$ cat src/rtl/ma_stage_pkg.sv
// Pipeline definitions shared by the memory-access stage: control bundle
// widths, MA control bit positions and the data-memory interface FSM states.
package ma_stage_pkg;

    localparam int WB_W      = 3;
    localparam int MA_W      = 2;

    // MA control bundle bit positions
    localparam int MA_RE_BIT = 0;
    localparam int MA_WE_BIT = 1;

    // MA/WB register field layout for the default widths (Rds in the LSBs)
    localparam int MAWB_DEF_DATA_W  = 32;
    localparam int MAWB_DEF_RADDR_W = 5;
    localparam int MAWB_RDS_LSB     = 0;
    localparam int MAWB_PC_LSB      = MAWB_RDS_LSB + MAWB_DEF_RADDR_W;
    localparam int MAWB_RSLT_LSB    = MAWB_PC_LSB + MAWB_DEF_DATA_W;
    localparam int MAWB_WB_LSB      = MAWB_RSLT_LSB + MAWB_DEF_DATA_W;

    typedef enum logic [1:0] {
        ST_IDLE = 2'd0,
        ST_BUSY = 2'd1,
        ST_DONE = 2'd2
    } dmem_state_t;

endpackage

$ cat src/rtl/dmem_if_fsm.sv
// Data-memory request/ack sequencer for the MA stage. Issues one aligned
// access per memory instruction, holds the request stable until acked,
// and captures load data for the single DONE cycle.
module dmem_if_fsm
    import ma_stage_pkg::*;
#(
    parameter int DATA_W = 32
) (
    input  logic              clk,
    input  logic              reset,
    input  logic              mem_re,
    input  logic              mem_we,
    input  logic [DATA_W-1:0] addr,
    input  logic [DATA_W-1:0] st_data,
    input  logic              ack,
    input  logic [DATA_W-1:0] rdata,
    output logic              req,
    output logic              we,
    output logic [DATA_W-1:0] req_addr,
    output logic [DATA_W-1:0] wdata,
    output logic              stall_req,
    output logic              misaligned,
    output logic              done,
    output logic [DATA_W-1:0] load_data
);

    dmem_state_t state;

    logic mem_op;
    logic aligned;
    logic issue;

    assign mem_op  = mem_re | mem_we;
    assign aligned = (addr[1:0] == 2'b00);
    assign issue   = (state == ST_IDLE) && mem_op && aligned;

    // Stall from the moment an access is accepted until the ack has been seen
    assign stall_req = issue || (state == ST_BUSY);
    assign done      = (state == ST_DONE);

    // FSM with registered request, misalignment pulse and load-data capture
    always_ff @(posedge clk or posedge reset) begin
        if (reset) begin
            state      <= ST_IDLE;
            req        <= 1'b0;
            we         <= 1'b0;
            req_addr   <= '0;
            wdata      <= '0;
            misaligned <= 1'b0;
            load_data  <= '0;
        end else begin
            misaligned <= 1'b0;
            case (state)
                ST_IDLE: begin
                    if (mem_op) begin
                        if (aligned) begin
                            // Both RE and WE set resolves to a store
                            req      <= 1'b1;
                            we       <= mem_we;
                            req_addr <= {addr[DATA_W-1:2], 2'b00};
                            wdata    <= st_data;
                            state    <= ST_BUSY;
                        end else begin
                            misaligned <= 1'b1;
                        end
                    end
                end
                ST_BUSY: begin
                    if (ack) begin
                        req <= 1'b0;
                        if (!we) begin
                            load_data <= rdata;
                        end
                        state <= ST_DONE;
                    end
                end
                ST_DONE: begin
                    // EXMA advances on this edge, so the op is not re-issued
                    state <= ST_IDLE;
                end
                default: begin
                    req   <= 1'b0;
                    state <= ST_IDLE;
                end
            endcase
        end
    end

endmodule

$ cat src/rtl/pipereg.sv
// Generic pipeline register with stall (hold) and flush (clear) controls.
// Flush wins over both stall and load.
module pipereg #(
    parameter int WIDTH = 8
) (
    input  logic             clk,
    input  logic             reset,
    input  logic             stall,
    input  logic             flush,
    input  logic [WIDTH-1:0] d,
    output logic [WIDTH-1:0] q
);

    // Register: clear on flush, hold on stall, otherwise load
    always_ff @(posedge clk or posedge reset) begin
        if (reset) begin
            q <= '0;
        end else if (flush) begin
            q <= '0;
        end else if (!stall) begin
            q <= d;
        end
    end

endmodule

$ cat src/rtl/ma_stage.sv
// Memory-access stage: consumes the EX/MA register, drives data-memory
// accesses, supplies forwarding data to EX and owns the MA/WB register.
module ma_stage
    import ma_stage_pkg::*;
#(
    parameter int DATA_W  = 32,
    parameter int RADDR_W = 5,
    parameter int WB_W    = ma_stage_pkg::WB_W,
    parameter int MA_W    = ma_stage_pkg::MA_W
) (
    input  logic               clk,
    input  logic               reset,
    input  logic [WB_W-1:0]    i_EXMA_WB,
    input  logic [MA_W-1:0]    i_EXMA_MEM,
    input  logic [DATA_W-1:0]  i_EXMA_ALU_rslt,
    input  logic [DATA_W-1:0]  i_EXMA_Rs2_val,
    input  logic [DATA_W-1:0]  i_EXMA_PC,
    input  logic [RADDR_W-1:0] i_EXMA_Rds_addr,
    input  logic [DATA_W-1:0]  i_Data_From_WB,
    input  logic               i_Fwrd_St,
    input  logic               i_MAWB_flush,
    input  logic               i_DMem_ack,
    input  logic [DATA_W-1:0]  i_DMem_rdata,
    output logic               o_DMem_req,
    output logic               o_DMem_we,
    output logic [DATA_W-1:0]  o_DMem_addr,
    output logic [DATA_W-1:0]  o_DMem_wdata,
    output logic               o_Stall_Req,
    output logic               o_Misaligned,
    output logic [DATA_W-1:0]  o_Data_To_EX,
    output logic [WB_W-1:0]    o_MAWB_WB,
    output logic [DATA_W-1:0]  o_MAWB_Rslt,
    output logic [DATA_W-1:0]  o_MAWB_PC,
    output logic [RADDR_W-1:0] o_MAWB_Rds_addr
);

    localparam int MAWB_W = WB_W + 2*DATA_W + RADDR_W;

    logic              ma_re;
    logic              ma_we;
    logic              mem_op;
    logic              is_load;
    logic              misaligned_op;
    logic [DATA_W-1:0] st_data;
    logic              fsm_done;
    logic [DATA_W-1:0] load_data;
    logic [WB_W-1:0]   mawb_wb_p0;
    logic [DATA_W-1:0] mawb_rslt_p0;
    logic [MAWB_W-1:0] mawb_d_p0;
    logic [MAWB_W-1:0] mawb_q_p1;

    assign ma_re   = i_EXMA_MEM[MA_RE_BIT];
    assign ma_we   = i_EXMA_MEM[MA_WE_BIT];
    assign mem_op  = ma_re | ma_we;
    assign is_load = ma_re & ~ma_we;

    // A memory op that cannot issue: an aligned op stalls, so only a
    // misaligned one can reach the MA/WB register from IDLE unserviced.
    assign misaligned_op = mem_op && (i_EXMA_ALU_rslt[1:0] != 2'b00);

    // Load-to-store forwarding of the store data
    assign st_data = i_Fwrd_St ? i_Data_From_WB : i_EXMA_Rs2_val;

    dmem_if_fsm #(
        .DATA_W (DATA_W)
    ) u_dmem_if_fsm (
        .clk        (clk),
        .reset      (reset),
        .mem_re     (ma_re),
        .mem_we     (ma_we),
        .addr       (i_EXMA_ALU_rslt),
        .st_data    (st_data),
        .ack        (i_DMem_ack),
        .rdata      (i_DMem_rdata),
        .req        (o_DMem_req),
        .we         (o_DMem_we),
        .req_addr   (o_DMem_addr),
        .wdata      (o_DMem_wdata),
        .stall_req  (o_Stall_Req),
        .misaligned (o_Misaligned),
        .done       (fsm_done),
        .load_data  (load_data)
    );

    // Stage result: captured load data only in the DONE cycle of a load
    assign mawb_rslt_p0 = (fsm_done && is_load) ? load_data : i_EXMA_ALU_rslt;
    assign mawb_wb_p0   = misaligned_op ? '0 : i_EXMA_WB;
    assign o_Data_To_EX = mawb_rslt_p0;

    assign mawb_d_p0 = {mawb_wb_p0, mawb_rslt_p0, i_EXMA_PC, i_EXMA_Rds_addr};

    // ---- MA -> WB boundary ----
    pipereg #(
        .WIDTH (MAWB_W)
    ) u_mawb_reg (
        .clk   (clk),
        .reset (reset),
        .stall (o_Stall_Req),
        .flush (i_MAWB_flush),
        .d     (mawb_d_p0),
        .q     (mawb_q_p1)
    );

    assign {o_MAWB_WB, o_MAWB_Rslt, o_MAWB_PC, o_MAWB_Rds_addr} = mawb_q_p1;

endmodule

$ cat config.mk
export PLATFORM = sky130hd
export DESIGN_NAME = ma_stage
export DESIGN_NICKNAME = d
export VERILOG_FILES = /design/src/rtl/ma_stage_pkg.sv /design/src/rtl/dmem_if_fsm.sv /design/src/rtl/pipereg.sv /design/src/rtl/ma_stage.sv
export SDC_FILE = /design/constraint.sdc
export NUM_CORES = 1
export LEC_CHECK = 0
export CAP_MARGIN = 20
export CORE_MARGIN = 8
export CORE_UTILIZATION = 38
export DETAILED_ROUTE_END_ITERATION = 8
export GPL_ROUTABILITY_DRIVEN = 0
export PLACE_DENSITY = 0.77
export SKIP_CTS_REPAIR_TIMING = 1
export SYNTH_ARGS = -nofsm -noshare
export SYNTH_HDL_FRONTEND = slang
export SYNTH_SLANG_ARGS = --single-unit
$ cat constraint.sdc
create_clock -name clk -period 4.8 [get_ports clk]
set_input_delay 0.48 -clock clk [delete_from_list [all_inputs] [get_ports clk]]
set_output_delay 0.48 -clock clk [all_outputs]
set_load 0.02 [all_outputs]
# After elaboration in Yosys (flattened, before gate mapping)
# Index checks and enable logic that the tools add are counted.
[totals]
register_bits = 171
out_inout_bits = 172
[op_classes]
n_eq_ne = 6
mux = 16
n_bitwise = 5
n_reduce_logical = 12
[op_table]
columns = ["op", "count"]
rows = [
  ["two-way mux 72 bit", 2],
  ["two-way mux 32 bit", 2],
  ["AND reduction 3 bit", 3],
  ["two-way mux 1 bit", 6],
  ["two-way mux 2 bit", 3],
  ["inequality test 2 bit (second input constant)", 3],
  ["logical AND 1 bit", 4],
  ["logical NOT 2 bit", 2],
  ["one-hot mux 2 bit (2 select lines)", 1],
  ["AND reduction 4 bit", 1],
  ["two-way mux 3 bit", 1],
  ["inverter 1 bit", 3],
  ["one-hot mux 1 bit (3 select lines)", 1],
  ["equality test 2 x 1 -> 1 bit (second input constant)", 1],
  ["equality test 2 bit (second input constant)", 1],
  ["inequality test 2 x 1 -> 1 bit (second input constant)", 1],
  ["nonzero test 2 bit", 1],
  ["AND 1 bit", 1],
  ["logical OR 1 bit", 1],
  ["bitwise OR 1 bit", 1],
]

# Longest topological paths before layout
# Gate-level depths: netlist of the first run.
[logic_depth]
word_depth = 6
depth_mapped = 7

# Modules after synthesis
# From an unflattened synthesis of the first run, not the netlist that was laid out.
[hier_totals]
cells_unflattened = 531
area_unflattened_um2 = 7753.7
[by_module_without_submodules]
columns = ["mod", "cells_per_inst", "n_inst", "seq_area_each_um2", "area_per_inst_um2"]
rows = [
  ["dmem_if_fsm", 222, 1, 2477.4, 3870.0],
  ["pipereg", 233, 1, 1801.7, 2944.1],
  ["ma_stage", 76, 1, 0.0, 939.7],
]

# Worst setup path before layout of the first run
# No wires, ideal clock.
[synth_path]
kind = "input -> output"
start = "in i_EXMA_MEM[0]"
end = "out o_Data_To_EX[0]"
setup_slack_ps = 2877
cell_stages = 4
arrival_ps = 1443
t_required_ps = 4320
cell_sequence = "nor4bb_1 buf_4 buf_8 mux2_2"
[synth_between]
elab_chain_len = 3
[synth_rtl]
columns = ["element", "line", "rtl"]
rows = [
  ["start: declaration", "ma_stage.sv:14", "input logic [MA_W-1:0] i_EXMA_MEM,"],
  ["AND 1 bit", "ma_stage.sv:55", "assign is_load = ma_re & ~ma_we;"],
  ["logical AND 1 bit", "ma_stage.sv:86", "assign mawb_rslt_p0 = (fsm_done && is_load) ? load_data : i_EXMA_ALU_rslt;"],
  ["two-way mux 32 bit", "ma_stage.sv:86", ""],
  ["end: declaration", "ma_stage.sv:30", "output logic [DATA_W-1:0] o_Data_To_EX,"],
]
# No other way between the ends.

# Worst setup path in the final report of the first run
[layout_path]
start = "in i_EXMA_MEM[0]"
end = "out o_Data_To_EX[27]"
# Same word-level chain as after synthesis.

==> results of run 1 <==
[metrics by stage]
step	utilization	setup slack [ns]	hold slack, ns	total power, mW	cell area, um2
6_report	0.5908	1.539	0.4655	4.908	11800
5_1_grt	0.5908	1.459	0.4961	5.144	11800
4_1_cts	0.5908	1.539	0.4540	4.964	11800
3_5_place_dp	0.5626	1.542	0.4647	3.609	11240
3_3_place_gp	0.5626	1.565	0.4613	3.584	11240
2_1_floorplan	-	2.137	0.4522	2.783	7651
[cell usage after synthesis (all sizes together) (2+ instances only)]
cell type	n
dfrtp	171
mux2	95
o21ai	71
a21oi	70
nor2	38
nand3b	37
nand2	34
mux2i	32
o21a	32
buf	31
clkbuf	27
a31o	3
inv	3
nor4b	3
nand2b	2
[flip-flops by register name (all words and copies together), names as in the netlist]
name / cells
u_dmem_if_fsm.wdata: 32
u_dmem_if_fsm.load_data: 32
u_dmem_if_fsm.req: 1
u_dmem_if_fsm.req_addr: 30
u_dmem_if_fsm.misaligned: 1
u_mawb_reg.q: 72
u_dmem_if_fsm.state: 2
u_dmem_if_fsm.we: 1
[logic make-up after synthesis]
logic type / Yosys count / share of synthesized area
DFF: 171 / 0.5598
other: 1 / 0.0004906
muxes: 127 / 0.1863
and+or+nand+nor: 119 / 0.08299
AOI/OAI and AO/OA: 177 / 0.1282
buffers and inverters: 61 / 0.04223
[final timing paths]
check / start / to / slack, ns / cells past startpoint
hold reg to reg: u_dmem_if_fsm.wdata[13] / u_dmem_if_fsm.wdata[13] / 0.48 / 2
max in group asynchronous: reset / u_dmem_if_fsm.wdata[11] / 3.26 / 3
setup / recovery: i_EXMA_MEM[0] / o_Data_To_EX[27] / 1.54 / 5
min in group clk: u_dmem_if_fsm.wdata[13] / u_dmem_if_fsm.wdata[13] / 0.48 / 2
setup reg to reg: u_dmem_if_fsm.state[1] / u_dmem_if_fsm.load_data[30] / 2.48 / 5
hold / removal: reset / u_mawb_reg.q[53] / 0.47 / 2
[worst max-delay path, cell delays in order]
cell,delay [ns]
clkdlybuf4s50_1,0.50
nor4bb_4,0.28
buf_4,0.49
mux2_2,0.41
clkdlybuf4s50_1,0.58
[report_power, final]
group	total (mW)	internal [mW]	switching (mW)
Combinational	1.58	0.807	0.770
Sequential	1.99	1.79	0.203
Clock	1.34	0.758	0.579
Total	4.91	3.36	1.55
[layer usage]
layer	up-vias	share of wire	GRT usage
met2	271	0.48	0.3412
met4	0	0.031	0.08568
met3	44	0.11	0.07753
met5	-	0	0
li1	2926	-	-
met1	3065	0.39	0.2314
[area by class of cell]
class | instances | area [um2]
Clock buffer | 22 | 474.2
Clock inverter | 9 | 88.84
Fill cell | 1687 | 8173
Inverter | 3 | 15.01
Multi-Input combinational cell | 425 | 3092
Sequential cell | 171 | 4280
Tap cell | 270 | 337.8
Timing Repair Buffer | 353 | 3513
==> out/results.tsv, run 1 <==
metric	value	unit
final_cell_mix	clkdlybuf4s50_1, dfrtp_1, mux2_2, o21ai_0, a21oi_1	
vias	6306	
wire_per_inst	20.76	um
max_clock_freq	306.7	MHz
outcome	completed	
synth.avg_cell_area	11.65	um2
clock_path_buffers	2	
final_common_cell	clkdlybuf4s50_1	
core	0.01997	mm2
synthArstFlopShare	1.000	
start_kind	input pin	
tritoncts.num_buffers	17	
ys_types	31	
drive_gt1_frac	0.1485	
hold_viol	0	
ant_nets	0	
hold_class	input pin to async pin	
synth_area_leaders	dfrtp_1, mux2_2, o21ai_0	
synth_area_leader_cell	dfrtp_1	
syn-cell-area	0.007644	mm2
crit_type	input pin to output port	
drc_errors	0	
min_period_over_period	0.6793	
p_leak	4.871	nW
globalRouteOverflowTotal	0	
synthToLayoutAreaGrowth	54.39	%
path_clk_slew	0.07	ns
p_per_area	415.9	mW/mm2
crit_arrival	2.78	ns
cp.required	4.32	ns
setup_viol	0	
start_util	0.3827	
io_buffers	344	
rows	52	
die_area	0.02491	mm2
clock-root-buffer	clkbuf_16	
crit_path_max_fanout	32	
grt_max_degree	114	
finalWirelength	26010	um
tightest_slew	1.096	ns
ys_seq_area_frac	0.5598	
dpl.cell_count	1222	
synth_warnings	0	
finalNetCount	1146	
rsz0062_at_grt	false	
cts_tree	built	
synthCells	656	
slew_viol_final	0	
antenna_found_initial	0	
die_h	157.8	um
fin_tns_setup	0	ns
dp_hpwl	18800	um
end_kind	output port	
ir_drop	0.2428	mV
grt_pass1_wl	38850	um
cts_sinks	171	
n_antenna_cell	0	
io_pins	347	
synth_flop_cell	dfrtp_1	
yosys_register_bits	171	
routed_via_density	5.033	
insertion_delay	0.41	ns
dieWidth	157.8	um
fin_crit	3.261	ns
htree_levels	4	
instances_no_fill	1253	
synth_top_area_share	0.5598	
dr.first_iter.drc_count	259	
maxCapViolCount	0	
grt_pass1_vias	6688	
finClkSkew	0.01023	ns
first_pass_iters	4	
relSlewSlack	0.2691	
grt_use_total	0.2046	
synth-edff-count	0	
Note: power is estimated with default switching activity, not from simulation.
==> inputs of run 2 (changes only) <==
--- a/config.mk
+++ b/config.mk
@@ -7,10 +7,10 @@
 export LEC_CHECK = 0
 export CAP_MARGIN = 20
 export CORE_MARGIN = 8
-export CORE_UTILIZATION = 38
+export CORE_UTILIZATION = 42
 export DETAILED_ROUTE_END_ITERATION = 8
 export GPL_ROUTABILITY_DRIVEN = 0
-export PLACE_DENSITY = 0.77
+export PLACE_DENSITY = 0.81
 export SKIP_CTS_REPAIR_TIMING = 1
 export SYNTH_ARGS = -nofsm -noshare
 export SYNTH_HDL_FRONTEND = slang
==> constraint.sdc (replaced) <==
create_clock -name clk -period 3.3 [get_ports clk]
set_input_delay 0.33 -clock clk [delete_from_list [all_inputs] [get_ports clk]]
set_output_delay 0.33 -clock clk [all_outputs]
set_load 0.02 [all_outputs]
==> out/results.tsv, run 2 (synthesis gave the netlist of run 1 again) <==
metric	value	unit	change
hold_viol	0		unchanged
whs	0.3525	ns	-0.1130 ns
dieWidth	150.9	um	-4.4%
hold_class	input pin to async pin		
grt_pass1_wl	39020	um	+0.43%
synthToLayoutAreaGrowth	55.33	%	
slew_viol_final	0		unchanged
finalNetCount	1153		+0.61%
dr.first_iter.drc_count	288		+11%
grt_use_total	0.2251		+0.02056
dp_hpwl	19490	um	+3.7%
rows	49		-5.8%
use_met1	0.2545		+0.02313
met3_usage	0.09292		+0.01539
final_cell_mix	clkdlybuf4s50_1, dfrtp_1, mux2_2, o21ai_0, a21oi_1		
r2r_slack	1.05	ns	-1.43 ns
cts_sinks	171		unchanged
regMostFlops	u_mawb_reg.q		
grt_pass1_vias	6708		+0.30%
ant_nets	0		unchanged
rr_worst_depth	5		unchanged
largest_reg_flops	72		unchanged
io_buffers	344		unchanged
final_common_cell	clkdlybuf4s50_1		
start_kind	flip-flop		
timing.rr.start	u_dmem_if_fsm.state[1]		
top_regs	u_mawb_reg.q x72, u_dmem_if_fsm.load_data x32, u_dmem_if_fsm.wdata x32		
start_util	0.4270		+0.04429
cts_tree	built		
wire_per_inst	21.42	um	+3.2%
finalWirelength	26150	um	+0.55%
fin_area	0.01187	mm2	+0.60%
io_pins	347		unchanged
fin_tns_setup	0	ns	unchanged
crit_path_max_fanout	32		unchanged
first_pass_iters	5		+1
globalRouteOverflowTotal	0		unchanged
die_h	150.9	um	-4.4%
setup_viol	0		unchanged
crit_type	flip-flop to output port		
rsz0062_at_grt	false		
tritoncts.num_buffers	17		unchanged
cp.required	2.97	ns	-1.35 ns
crit_arrival	2.65	ns	-0.13 ns
insertion_delay	0.42	ns	about the same
clock_path_buffers	2		unchanged
p_per_area	611.5	mW/mm2	+47%
reg2reg_to	u_mawb_reg.q[39]		
routed_via_density	5.206		+3.5%
drc_errors	0		unchanged
drive_gt1_frac	0.1564		+0.007883
met2_usage	0.3748		+0.03358
clock-root-buffer	clkbuf_16		
max_clock_freq	336.0	MHz	
ir_drop	0.3407	mV	+40%
tightest_slew	0.9473	ns	-0.1491 ns
htree_levels	4		unchanged
die_area	0.02277	mm2	-8.6%
min_period_over_period	0.9018		
maxCapViolCount	0		unchanged
p_leak	4.944	nW	+1.5%
fill_cells	1400		-17%
core	0.01790	mm2	-10%
end_kind	output port		
relSlewSlack	0.3685		+0.09940
outcome	completed		
fin_crit	2.976	ns	
dpl_cell_area	0.01127	mm2	+0.28%
finClkSkew	0.01528	ns	+0.005056 ns
top_usage_layer	met2		
vias	6357		+0.81%
grt_max_degree	77		-32%
path_clk_slew	0.08	ns	about the same
antenna_found_initial	2		+2
## run 2: changes by cell type in the layout (fill, tap and decap cells not counted), moves of 2 or more
cell,delta
inv_8,+2
buf_4,+4
buf_12,+3
clkbuf_8,-2
clkinv_4,+4
clkinvlp_4,-3
## run 2: power breakdown
| group | switching, mW | internal (mW) | leakage [nW] |
|---|---|---|---|
| Combinational | 1.12 | 1.18 | 2.51 |
| Clock | 0.890 | 1.16 | 0.297 |
| Sequential | 0.296 | 2.60 | 2.13 |
| Total | 2.31 | 4.95 | 4.94 |
## run 2: through the flow
step	instances	util	worst slack [ns]	power (mW)
6_report	1221	0.6632	0.3242	7.261
5_1_grt	1221	0.6632	0.2549	7.601
4_1_cts	1220	0.6631	0.3474	7.342
3_5_place_dp	1188	0.6295	0.5253	5.266
3_3_place_gp	1188	0.6295	0.5577	5.215
2_1_floorplan	657	-	0.7873	4.048
## run 2: worst max-delay path, stage by stage, from the launching register on
cell             delay (ns)
dfrtp_2                0.62
nor4bb_4               0.32
buf_12                 0.27
mux2_2                 0.39
clkdlybuf4s50_1        0.57
## run 2: worst max path at each step
stage,from,to,slack [ns],depth (start not counted)
2_1_floorplan,reset,u_dmem_if_fsm.load_data[0],0.79,1
3_3_place_gp,i_EXMA_MEM[0],o_Data_To_EX[27],0.56,5
3_5_place_dp,i_EXMA_MEM[0],o_Data_To_EX[9],0.53,5
4_1_cts,u_dmem_if_fsm.state[1],o_Data_To_EX[27],0.35,4
5_1_grt,u_dmem_if_fsm.state[1],o_Stall_Req,0.25,4
6_report,u_dmem_if_fsm.state[1],o_Data_To_EX[27],0.32,4
## run 2: final cells by class
cell class / instances / area [um2] / area share
antenna: 1 / 2.502 / 0.0002108
clock inverter: 13 / 157.7 / 0.01328
multi-input combinational: 425 / 3084 / 0.2598
tap: 229 / 286.5 / 0.02413
timing repair buffer: 360 / 3603 / 0.3035
sequential: 171 / 4280 / 0.3605
clock buffer: 19 / 442.9 / 0.03731
inverter: 3 / 15.01 / 0.001265
## run 2: routing by layer
metal  vias up  part of all wire
li1       2951                 -
met3        43              0.11
met1      3087              0.38
met2       274              0.49
met4         2             0.026
met5         -           0.00034
==> inputs of run 3 (changes only) <==
--- a/config.mk
+++ b/config.mk
@@ -7,10 +7,10 @@
 export LEC_CHECK = 0
 export CAP_MARGIN = 20
 export CORE_MARGIN = 8
-export CORE_UTILIZATION = 42
+export CORE_UTILIZATION = 38
 export DETAILED_ROUTE_END_ITERATION = 8
 export GPL_ROUTABILITY_DRIVEN = 0
-export PLACE_DENSITY = 0.81
+export PLACE_DENSITY = 0.77
 export SKIP_CTS_REPAIR_TIMING = 1
 export SYNTH_ARGS = -nofsm -noshare
 export SYNTH_HDL_FRONTEND = slang
==> constraint.sdc (replaced) <==
create_clock -name clk -period 2.5 [get_ports clk]
set_input_delay 0.25 -clock clk [delete_from_list [all_inputs] [get_ports clk]]
set_output_delay 0.25 -clock clk [all_outputs]
set_load 0.02 [all_outputs]
==> out/results.tsv, run 3 (synthesis gave the netlist of run 1 again) <==
metric	value	unit	change
io_buffers	344		unchanged
setup_slack	-0.2010	ns	-0.5252 ns
start_util	0.3827		-0.04429
outcome	finished, violations left		
start_kind	flip-flop		
dp_slack	-0.1020	ns	-0.6273 ns
finClkSkew	0.02015	ns	+0.004868 ns
clock_path_buffers	2		unchanged
path_clk_slew	0.07	ns	about the same
globalRouteOverflowTotal	0		unchanged
core	0.01997	mm2	+12%
power.internal	6.660	mW	+35%
met3_usage	0.08108		-0.01184
crit_arrival	2.45	ns	-0.20 ns
p_seq_frac	0.394		-0.006
grt_max_degree	99		+29%
p_comb_frac	0.319		about the same
htree_levels	4		unchanged
grt_pass1_vias	6825		+1.7%
crit_type	flip-flop to output port		
insertion_delay	0.43	ns	about the same
swShare	0.3143		-0.003861
slew_viol_final	0		unchanged
fin_area	0.01212	mm2	+2.1%
drc_errors	0		unchanged
top_regs	u_mawb_reg.q x72, u_dmem_if_fsm.load_data x32, u_dmem_if_fsm.wdata x32		
final_cell_mix	clkdlybuf4s50_1, dfrtp_1, mux2_2, o21ai_0, a21oi_1		
grt_pass1_wl	40150	um	+2.9%
fin_crit	2.701	ns	
clock-root-buffer	clkbuf_16		
timing.rr.start	u_dmem_if_fsm.state[1]		
r2r_slack	0.59	ns	-0.46 ns
dp_hpwl	19980	um	+2.5%
n_antenna_cell	0		-1
end_kind	output port		
p_per_area	801.2	mW/mm2	+31%
cp.required	2.25	ns	-0.72 ns
grt_use_total	0.2122		-0.01290
reg2reg_to	u_mawb_reg.q[2]		
routed_via_density	5.010		-3.8%
final_common_cell	clkdlybuf4s50_1		
total_power	9.713	mW	+34%
violations	setup timing		
crit_path_max_fanout	32		unchanged
hold_viol	0		unchanged
min_period_over_period	1.080		
drive_gt1_frac	0.1708		+0.01440
largest_reg_flops	72		unchanged
die_area	0.02491	mm2	+9.4%
cts_sinks	171		unchanged
dr.first_iter.drc_count	286		-0.69%
ant_nets	0		unchanged
dpl_cell_area	0.01150	mm2	+2.1%
first_pass_iters	4		-1
tritoncts.num_buffers	17		unchanged
finalWirelength	26630	um	+1.8%
finalNetCount	1169		+1.4%
ir_drop	0.4473	mV	+31%
met2_usage	0.3510		-0.02373
vias	6398		+0.64%
tightest_slew	0.8626	ns	-0.08471 ns
ff_latch_area	0.004280	mm2	unchanged
fill_cells	1661		+19%
setup_viol	32		+32
maxCapViolCount	0		unchanged
rows	52		+6.1%
power.switching	3.053	mW	+32%
hold_class	input pin to async pin		
power.share.clock	0.286		+0.004
max_clock_freq	370.2	MHz	
cts_tree	built		
dieWidth	157.8	um	+4.6%
antenna_found_initial	0		-2
wire_per_inst	20.85	um	-2.7%
rr_worst_depth	4		-1
p_leak	5.051	nW	+2.2%
top_usage_layer	met2		
use_met1	0.2413		-0.01326
synthToLayoutAreaGrowth	58.60	%	
relSlewSlack	0.4250		+0.05647
die_h	157.8	um	+4.6%
regMostFlops	u_mawb_reg.q		
multiInputGateArea	0.003084	mm2	unchanged
rsz0062_at_grt	true		
io_pins	347		unchanged
[run 3: changes by cell type in the layout (fill, tap and decap cells not counted), sizes merged]
cell,delta
bufinv,+1
inv,+1
clkinvlp,+1
buf,+16
clkinv,-2
clkbuf,-1
diode,-1
[run 3: worst max-delay path, stage by stage, from the launching register on]
cell and delay (ns):
dfrtp_1 0.43, nor4bb_4 0.34, buf_12 0.26, mux2_2 0.38, clkdlybuf4s50_1 0.58
[run 3: cell type report]
class / instances / area share
flip-flops and latches: 171 / 0.3531
repair buffers: 376 / 0.3123
multi-input cells: 425 / 0.2544
clock buffers: 18 / 0.03623
well taps: 270 / 0.02787
clock inverters: 14 / 0.01486
inverters: 3 / 0.001239
[run 3: per-layer routing]
metal	wire length, um	share of wire	vias to the layer above
met5	0	0	-
met4	862	0.032	0
met3	2678	0.10	44
met2	12800	0.48	265
met1	10290	0.39	3118
li1	-	-	2971
[run 3: stage by stage]
stage | hold slack, ns | cells | util | TNS [ns]
after floorplan | 0.3595 | 657 | - | 0
after global placement | 0.4614 | 1245 | 0.5759 | -1.219
after detailed placement | 0.4674 | 1245 | 0.5759 | -2.192
after CTS | 0.2711 | 1277 | 0.6069 | -5.661
after global routing | 0.2980 | 1277 | 0.6069 | -7.285
final | 0.2859 | 1277 | 0.6069 | -4.898
[run 3: how the worst max path moves through the flow]
stage | startpoint | endpoint
6_report | u_dmem_if_fsm.state[0] | o_Data_To_EX[27]
5_1_grt | u_dmem_if_fsm.state[0] | o_Data_To_EX[27]
4_1_cts | u_dmem_if_fsm.state[0] | o_Data_To_EX[27]
3_5_place_dp | i_EXMA_MEM[0] | o_Data_To_EX[27]
3_3_place_gp | i_EXMA_MEM[0] | o_Data_To_EX[27]
2_1_floorplan | reset | u_dmem_if_fsm.load_data[0]
[run 3: power by group through the flow]
stage	Combinational, mW	Sequential, mW	Clock, mW
3_3_place_gp	3.09	3.86	0
4_1_cts	3.14	3.83	2.87
6_report	3.10	3.83	2.78
3_5_place_dp	3.13	3.87	0
5_1_grt	3.31	3.91	2.98
2_1_floorplan	1.06	4.28	0
